--- src/rtl/sa3_pkg.sv ---
// Shared types and constants for the 3x3 systolic multiplier sequencer.
package sa3_pkg;

    localparam int N                 = 3;
    localparam int NUM_EL            = N * N;
    localparam int DW_DEFAULT        = 2;
    localparam int CW_DEFAULT        = 5;
    localparam int DRAIN_CYC_DEFAULT = 5;

    // Index of the final result beat (row-major, last element).
    localparam logic [3:0] LAST_IDX = 4'(NUM_EL - 1);

    typedef enum logic [2:0] {
        IDLE,
        CLEAR,
        FEED,
        DRAIN,
        CAPTURE,
        STREAM
    } state_t;

    // Row-major flattening of a (row, col) matrix coordinate.
    function automatic logic [3:0] mat_idx(input logic [1:0] row, input logic [1:0] col);
        return ({2'b00, row} * 4'd3) + {2'b00, col};
    endfunction

endpackage

--- src/rtl/sa3_res_buf.sv ---
// Capture buffer for the nine array accumulators plus the row-major
// valid/ready result stream that drains it.
module sa3_res_buf
    import sa3_pkg::*;
#(
    parameter int CW = CW_DEFAULT
) (
    input  logic                 clk,
    input  logic                 reset,
    input  logic                 capture,
    input  logic                 stream_en,
    input  logic [9*CW-1:0]      arr_c,
    input  logic                 res_ready,
    output logic                 res_valid,
    output logic [CW-1:0]        res_data,
    output logic [3:0]           res_idx,
    output logic                 res_last,
    output logic                 stream_end,
    output logic                 done
);

    logic [CW-1:0] cap_buf [NUM_EL];

    // Snapshot all nine accumulator fields in one cycle once the array has drained.
    always_ff @(posedge clk or negedge reset) begin
        if (!reset) begin
            for (int i = 0; i < NUM_EL; i++) begin
                cap_buf[i] <= '0;
            end
        end else if (capture) begin
            for (int i = 0; i < NUM_EL; i++) begin
                cap_buf[i] <= arr_c[CW*i +: CW];
            end
        end
    end

    assign res_valid  = stream_en;
    assign res_last   = res_valid && (res_idx == LAST_IDX);
    assign stream_end = res_valid && res_ready && res_last;
    assign res_data   = res_valid ? cap_buf[res_idx] : '0;

    // Advance the beat index on each accepted beat; wrap to 0 and flag done after the last one.
    always_ff @(posedge clk or negedge reset) begin
        if (!reset) begin
            res_idx <= '0;
            done    <= 1'b0;
        end else begin
            done <= stream_end;
            if (stream_end) begin
                res_idx <= '0;
            end else if (res_valid && res_ready) begin
                res_idx <= res_idx + 4'd1;
            end
        end
    end

endmodule

--- src/rtl/sa3_feed_ctrl.sv ---
// Sequencer for the 3x3 systolic matrix multiplier: holds operands A and B,
// clears the array, feeds unskewed row/column streams, waits for the drain,
// then captures and streams the nine results.
module sa3_feed_ctrl
    import sa3_pkg::*;
#(
    parameter int DW        = DW_DEFAULT,
    parameter int CW        = CW_DEFAULT,
    parameter int DRAIN_CYC = DRAIN_CYC_DEFAULT
) (
    input  logic               clk,
    input  logic               reset,
    input  logic               ld_valid,
    output logic               ld_ready,
    input  logic               ld_sel,
    input  logic [1:0]         ld_row,
    input  logic [1:0]         ld_col,
    input  logic [DW-1:0]      ld_data,
    output logic               ld_err,
    input  logic               start,
    output logic               busy,
    output logic               done,
    output logic               arr_clr,
    output logic [DW-1:0]      arr_a1,
    output logic [DW-1:0]      arr_a2,
    output logic [DW-1:0]      arr_a3,
    output logic [DW-1:0]      arr_b1,
    output logic [DW-1:0]      arr_b2,
    output logic [DW-1:0]      arr_b3,
    input  logic [9*CW-1:0]    arr_c,
    output logic               res_valid,
    input  logic               res_ready,
    output logic [CW-1:0]      res_data,
    output logic [3:0]         res_idx,
    output logic               res_last
);

    localparam logic [2:0] LAST_DRAIN = 3'(DRAIN_CYC - 1);

    state_t        state, state_nx;
    logic [2:0]    cnt, cnt_nx;
    logic [DW-1:0] mat_a [NUM_EL];
    logic [DW-1:0] mat_b [NUM_EL];
    logic          ld_accept;
    logic          ld_in_range;
    logic          stream_end;

    assign ld_ready    = (state == IDLE);
    assign busy        = (state != IDLE);
    assign ld_accept   = ld_valid && ld_ready;
    assign ld_in_range = (ld_row != 2'd3) && (ld_col != 2'd3);

    // Operand storage: in-range accepted writes update one element, out-of-range ones raise ld_err.
    always_ff @(posedge clk or negedge reset) begin
        if (!reset) begin
            for (int i = 0; i < NUM_EL; i++) begin
                mat_a[i] <= '0;
                mat_b[i] <= '0;
            end
            ld_err <= 1'b0;
        end else begin
            ld_err <= ld_accept && !ld_in_range;
            if (ld_accept && ld_in_range) begin
                if (ld_sel) begin
                    mat_b[mat_idx(ld_row, ld_col)] <= ld_data;
                end else begin
                    mat_a[mat_idx(ld_row, ld_col)] <= ld_data;
                end
            end
        end
    end

    // FSM state and the shared FEED/DRAIN beat counter.
    always_ff @(posedge clk or negedge reset) begin
        if (!reset) begin
            state <= IDLE;
            cnt   <= '0;
        end else begin
            state <= state_nx;
            cnt   <= cnt_nx;
        end
    end

    // Next-state logic and array drive: streams are zero outside FEED so the array only ever sees operands then zeros.
    always_comb begin
        state_nx = state;
        cnt_nx   = cnt;
        arr_clr  = 1'b0;
        arr_a1   = '0;
        arr_a2   = '0;
        arr_a3   = '0;
        arr_b1   = '0;
        arr_b2   = '0;
        arr_b3   = '0;
        case (state)
            IDLE: begin
                if (start) begin
                    state_nx = CLEAR;
                end
            end
            CLEAR: begin
                arr_clr  = 1'b1;
                cnt_nx   = '0;
                state_nx = FEED;
            end
            FEED: begin
                arr_a1 = mat_a[mat_idx(2'd0, cnt[1:0])];
                arr_a2 = mat_a[mat_idx(2'd1, cnt[1:0])];
                arr_a3 = mat_a[mat_idx(2'd2, cnt[1:0])];
                arr_b1 = mat_b[mat_idx(cnt[1:0], 2'd0)];
                arr_b2 = mat_b[mat_idx(cnt[1:0], 2'd1)];
                arr_b3 = mat_b[mat_idx(cnt[1:0], 2'd2)];
                if (cnt == 3'd2) begin
                    cnt_nx   = '0;
                    state_nx = DRAIN;
                end else begin
                    cnt_nx = cnt + 3'd1;
                end
            end
            DRAIN: begin
                if (cnt == LAST_DRAIN) begin
                    cnt_nx   = '0;
                    state_nx = CAPTURE;
                end else begin
                    cnt_nx = cnt + 3'd1;
                end
            end
            CAPTURE: begin
                state_nx = STREAM;
            end
            STREAM: begin
                if (stream_end) begin
                    state_nx = IDLE;
                end
            end
            default: begin
                state_nx = IDLE;
            end
        endcase
    end

    sa3_res_buf #(
        .CW(CW)
    ) u_res_buf (
        .clk       (clk),
        .reset     (reset),
        .capture   (state == CAPTURE),
        .stream_en (state == STREAM),
        .arr_c     (arr_c),
        .res_ready (res_ready),
        .res_valid (res_valid),
        .res_data  (res_data),
        .res_idx   (res_idx),
        .res_last  (res_last),
        .stream_end(stream_end),
        .done      (done)
    );

endmodule

--- config.mk ---
export PLATFORM = sky130hd
export DESIGN_NAME = sa3_feed_ctrl
export DESIGN_NICKNAME = d
export VERILOG_FILES = /design/src/rtl/sa3_pkg.sv /design/src/rtl/sa3_res_buf.sv /design/src/rtl/sa3_feed_ctrl.sv
export SDC_FILE = /design/constraint.sdc
export NUM_CORES = 1
export LEC_CHECK = 0
export BUFFER_PORTS_ARGS = -buffer_cell sky130_fd_sc_hd__buf_2
export CAP_MARGIN = 20
export CORE_MARGIN = 5
export CORE_UTILIZATION = 50
export CTS_BUF_LIST = sky130_fd_sc_hd__clkbuf_8
export DETAILED_ROUTE_END_ITERATION = 16
export PLACE_DENSITY_LB_ADDON = 0.2
export RECOVER_POWER = 100
export SLEW_MARGIN = 20
export SYNTH_ARGS = -nofsm -noshare
export SYNTH_HDL_FRONTEND = slang
export SYNTH_SLANG_ARGS = --single-unit
--- constraint.sdc ---
create_clock -name clk -period 6.65 [get_ports clk]
set_input_delay 1.33 -clock clk [delete_from_list [all_inputs] [get_ports clk]]
set_output_delay 1.33 -clock clk [all_outputs]
set_load 0.05 [all_outputs]
Word-level counts from Yosys, hierarchy flattened
Index checks and enable logic that the tools add are counted.
- bits in registers: 93
- input port bits: 57
- output and inout port bits: 28
- logic and storage cells: 132
- add/sub/neg operators: 7
- multipliers: 2
- magnitude comparators: 9
- eq/ne operators: 14
- muxes and demuxes: 43
- bitwise gates (word level): 9
- reductions and logical operators: 16
- operators with widths (kind ; number):
    binary-select mux 2 bit (select 4 bit) ; 6
    >= comparator 5 bit (second input constant) ; 8
    2-to-1 mux 2 bit ; 19
    bitwise mux 18 bit ; 2
    inverter 4 -> 5 bit ; 6
    binary-select mux 5 bit (select 4 bit) ; 1
    2-to-1 mux 3 bit ; 6
    case mux 3 bit (6 select lines) ; 1
    2-to-1 mux 5 bit ; 3
    != test 2 bit (second input constant) ; 5
    == test 3 x 2 -> 1 bit (second input constant) ; 3
    == test 3 bit (second input constant) ; 3
    case mux 3 bit (3 select lines) ; 1
    adder 4 x 1 -> 4 bit (second input constant) ; 2
    demux 2 bit (select 4 bit) ; 1
    logical AND 1 bit ; 8
    multiplier 2 x 2 -> 4 bit (second input constant) ; 2
    2-to-1 mux 4 bit ; 2
    nonzero test 3 bit ; 2
    less-than comparator 5 x 1 -> 1 bit (second input constant) ; 1
    inverter 2 -> 5 bit ; 1
    inverter 3 -> 5 bit ; 1
    adder 3 x 2 -> 4 bit (first input constant) ; 1
    adder 4 x 2 -> 4 bit ; 1
    other kinds (13) ; 14

Longest topological paths before layout
- depth after elaboration: 8
- depth in mapped cells: 8
- mapped depth without buffers: 7

By module
From an unflattened synthesis, not the netlist that was laid out.
- cells, all modules: 412
- area total of the unflattened synthesis: 5028.6 µm²
- by module, submodules not included (module ; instances ; cells each ; area an instance (µm²) ; sequential area each (µm²)):
    sa3_feed_ctrl ; 1 ; 244 ; 2680.1 ; 1076.0
    sa3_res_buf ; 1 ; 168 ; 2348.5 ; 1251.2

Worst setup path before layout
OpenSTA, ideal clock, no wires.
- kind: reg-to-output
- from: reg cnt[0]
- to: out arr_b1[0]
- arrival time: 2.995 ns
- data required time: 5.320 ns
- setup slack: 2.325 ns
- stages on the path, launching flop included: 9
- buffers on the path: 3
- cells stage by stage: dfrtp_1 clkbuf_1 inv_1 ha_1 clkbuf_1 clkbuf_1 mux4_2 mux2i_1 o2bb2ai_1
- longest elaborated chain between the ends: 6
- RTL lines (item ; RTL line ; text):
    start: declaration ; sa3_feed_ctrl.sv:41 ; logic [2:0] cnt, cnt_nx;
    start signal: assignment ; sa3_feed_ctrl.sv:80 ; cnt <= cnt_nx;
    multiplier 2 x 2 -> 4 bit ; sa3_pkg.sv:24 ; return ({2'b00, row} * 4'd3) + {2'b00, col};
    inverter 4 -> 5 bit (not written as such) ; sa3_feed_ctrl.sv:110 ; arr_b1 = mat_b[mat_idx(cnt[1:0], 2'd0)];
    binary-select mux 2 bit (select 4 bit) ; sa3_feed_ctrl.sv:110 ;
    2-to-1 mux 2 bit (not written as such) (2 in a row) ; sa3_feed_ctrl.sv:110 ;
    2-to-1 mux 2 bit ; sa3_feed_ctrl.sv:95 ; case (state)
    end: declaration ; sa3_feed_ctrl.sv:27 ; output logic [DW-1:0] arr_b1,
No other way between the ends. The select of a mux whose other input is x is not followed.

Final worst setup path
- from: reg u_res_buf.res_idx[0]
- to: out res_data[0]
- longest elaborated chain between the ends: 5
- RTL lines (item ; RTL line ; text):
    start: declaration ; sa3_res_buf.sv:16 ; output logic [3:0] res_idx,
    start signal: assignment ; sa3_res_buf.sv:52 ; res_idx <= res_idx + 4'd1;
    inverter 4 -> 5 bit (not written as such) ; sa3_res_buf.sv:40 ; assign res_data = res_valid ? cap_buf[res_idx] : '0;
    binary-select mux 5 bit (select 4 bit) ; sa3_res_buf.sv:40 ;
    2-to-1 mux 5 bit (not written as such) (2 in a row) ; sa3_res_buf.sv:40 ;
    2-to-1 mux 5 bit ; sa3_res_buf.sv:40 ;
    end: declaration ; sa3_feed_ctrl.sv:33 ; output logic [CW-1:0] res_data,
No other way between the ends. The select of a mux whose other input is x is not followed.

==> qor.yml <==
grt:
  antenna_found_initial: 1
  top_usage_layer: "met2"
  met2_usage: 0.300
  grt_pass1_vias: 3697
  grt_pass1_wl_mm: 19.2
  met1_usage: 0.260
  grt_max_degree: 81
  grt_usage: 0.189
  overflow: 0
  grtUsageMet3: 0.0492
power_and_ir_drop:
  finalPower_uw: 2110
  power_density_mw_per_mm2: 365
  vdd_drop_max_mv: 0.180
  cellLeakagePower_uw: 0.00253
critical_path:
  worstPathRequired_ps: 5320
  crit_path_end_kind: "output pin"
  r2r_setup_slack_ps: 3400
  regToRegStartpoint: "state[1]"
  reg2reg_depth: 4
  worstReg2RegEnd: "u_res_buf.cap_buf[22]"
  crit_end: "res_data[0]"
  path_max_fanout: 21
  critPathLaunchType: "flop"
  crit_start: "u_res_buf.res_idx[0]"
  cp.arrival_ps: 3640
  crit_type: "reg -> out"
clock_network:
  clockBufferDepth: 2
  cts_resized: 0
  root_buffer: "clkbuf_8"
  htreeDepth: 3
  post_cts_buffers: 0
  cts_tree: "yes"
  worst_skew_pair.late_latency_ps: 370
  path_clk_slew_ps: 80
  clkSinkCount: 93
  cts_inserted_buffers: 9
  ctsHoldBuffers: 0
timing:
  fin_crit_sh: 0.747
  hold_viol_final: 0
  relSlewSlack: -0.630
  worst_slew_pin_slew_ps: 2450
  max_freq_ghz: 0.201
  setup_violations: 0
  hold_ws_ps: 511
  maxSlewViolCount: 57
  final.setup_skew_ps: 6.17
  period_minus_slack_ps: 4970
  rsz0062_at_grt: "false"
  fin_setup_tns_ps: 0
run_status:
  outcome: "complete, but fails checks"
  violations: "capacitance limit, slew limit"
logic_synthesis:
  synth_area_sq_mm: 0.00528
  yosysTopAreaCellShare: 0.441
  ys_ff_latch: 93
  synth-edff-count: 0
  synthesis.nets: 470
  synth_area_per_cell_sq_um: 13.2
  yosys_warnings: 0
  ys.flop_type: "dfrtp_1"
  yosysSeqAreaShare: 0.441
  synth_cells: 399
  synth.distinct_cells: 47
  yosys.area.top_type: "dfrtp_1"
  synth_area_leaders: "dfrtp_1 44%, mux2_2 17%, mux4_2 9.0%, mux2i_1 3.2%, ha_1 2.8%"
  synthArstFlopShare: 1.00
place:
  post-dp-hpwl_mm: 8.44
  place.port_buffers: 84
  routabilityCongestion: 0.798
drt:
  drcViolationCount: 0
  drt_iter0_drc: 179
  vias: 3585
  dr.pass1.iters: 4
  avgViaCountPerCell: 5.88
  routedWlPerCell_um: 19.4
  wirelength_mm: 11.8
  ant_nets: 0
floorplan:
  chipWidth_um: 113
  die_h_um: 113
  fp.coreArea_sq_mm: 0.0103
  dieArea_sq_mm: 0.0127
  fp-row-count: 37
  start_util: 0.512
  io_pins: 85
layout:
  nets: 539
  fillers: 899
  syn_to_final_growth_pct: 9.38
  drive_above_1_share: 0.374
run:
  cap_violations: 2
hold_path:
  hold_path.class: "reg -> reg"
  worstHoldStart: "u_res_buf.cap_buf[38]"
## worst min path at each step
stage | to | slack (ps) | cells after the start
final | u_res_buf.cap_buf[38] | 510 | 1
after global routing | u_res_buf.cap_buf[35] | 530 | 1
after CTS | u_res_buf.cap_buf[38] | 520 | 1
after detailed placement | u_res_buf.cap_buf[41] | 490 | 1
after global placement | u_res_buf.cap_buf[43] | 490 | 1
after floorplan | mat_a[8] | 470 | 1
## placed cells by master (no fill, tap or decap), types with 2 or more instances in the layout
master	synthesis	final
dfrtp_1	93	93
mux2_2	81	79
buf_2	8	54
clkbuf_1	18	31
mux4_2	21	21
mux2i_1	17	17
inv_1	14	17
nor4_1	3	12
ha_1	12	12
nand2_1	11	11
a211oi_1	11	11
o21ai_0	10	10
clkbuf_8	0	10
nand4_1	9	9
nor2b_1	8	8
nor2_1	8	7
a221o_1	5	5
nand4b_1	5	5
nand2b_1	5	5
nand3_1	5	5
nor4b_1	3	4
o2bb2ai_1	4	4
nor4bb_1	4	4
xnor2_1	3	3
mux2_1	0	3
nor3_1	2	2
nor3b_1	2	2
or3b_2	2	2
a22oi_1	2	2
a21oi_1	2	2
or4bb_1	2	2
fa_1	2	2
## state kept, by name, summed over array words and instances (netlist names)
register / count
u_res_buf.cap_buf: 45
cnt: 3
u_res_buf.res_idx: 4
mat_b: 18
mat_a: 18
u_res_buf.done: 1
state: 3
ld_err: 1
## report_power, final
part,switching [uW],internal (uW),total (uW)
registers,189,739,928
logic,429,412,842
clock network,196,142,338
total,814,1290,2110
## metrics by stage
stage                util  std cells  instance area, sq um  worst slack [ps]
global route        0.560        610                  5780              1460
floorplan               -        399                  5280              2320
global placement    0.559        593                  5770              2270
CTS                 0.575        609                  5940              2080
detailed placement  0.559        593                  5770              2220
finish              0.560        610                  5780              1680
## metal layers
layer | part of all wire | wire length, um | up-vias
met5 | 0 | 0 | -
met4 | 0.012 | 142 | 0
met3 | 0.057 | 678 | 10
met2 | 0.49 | 5790 | 78
met1 | 0.44 | 5220 | 1851
li1 | - | - | 1646
## area by class of cell
class	count	area (sq um)	share of cell area
antenna	1	2.50	0.000433
clock inverter	6	32.5	0.00563
multi-input combinational	263	2650	0.459
timing repair buffer	87	405	0.0702
clock buffer	10	138	0.0238
tap	136	170	0.0294
sequential	93	2330	0.403
inverter	14	52.6	0.00909
## Yosys cell counts (2+ instances only)
master / n
a211oi_1: 11
nor4_1: 3
nor4b_1: 3
dfrtp_1: 93
nor3b_1: 2
mux2_4: 2
a221o_1: 5
xnor2_1: 3
nor3_1: 2
or3b_2: 2
nor4_2: 3
nor2b_1: 8
nor4_4: 6
ha_1: 12
nor2_1: 8
or4bb_1: 2
nand4b_1: 5
clkbuf_1: 18
nand3_1: 5
nor4b_2: 2
a21oi_1: 2
nand4_1: 9
nor4bb_1: 4
nand2b_1: 5
inv_1: 14
mux2_2: 81
buf_2: 8
fa_1: 2
mux2i_1: 17
mux4_2: 21
buf_6: 2
o21ai_0: 10
a22oi_1: 2
o2bb2ai_1: 4
nand2_1: 11
## cells by family after synthesis
logic type / Yosys count / synth area share
AO/OA/AOI/OAI: 37 / 0.0502
XOR/XNOR: 3 / 0.00497
adder cells (fa/ha/maj): 14 / 0.0360
buffers and inverters: 43 / 0.0360
flip-flops: 93 / 0.441
multiplexers: 121 / 0.300
AND/OR/NAND/NOR: 88 / 0.132
## worst max-delay path, stage by stage, from the launching register on
cell and delay [ps]:
dfrtp_1 790, nor4b_1 1410, a211oi_1 210, a211oi_1 340, clkbuf_1 510
(Power assumes the default switching activity.)
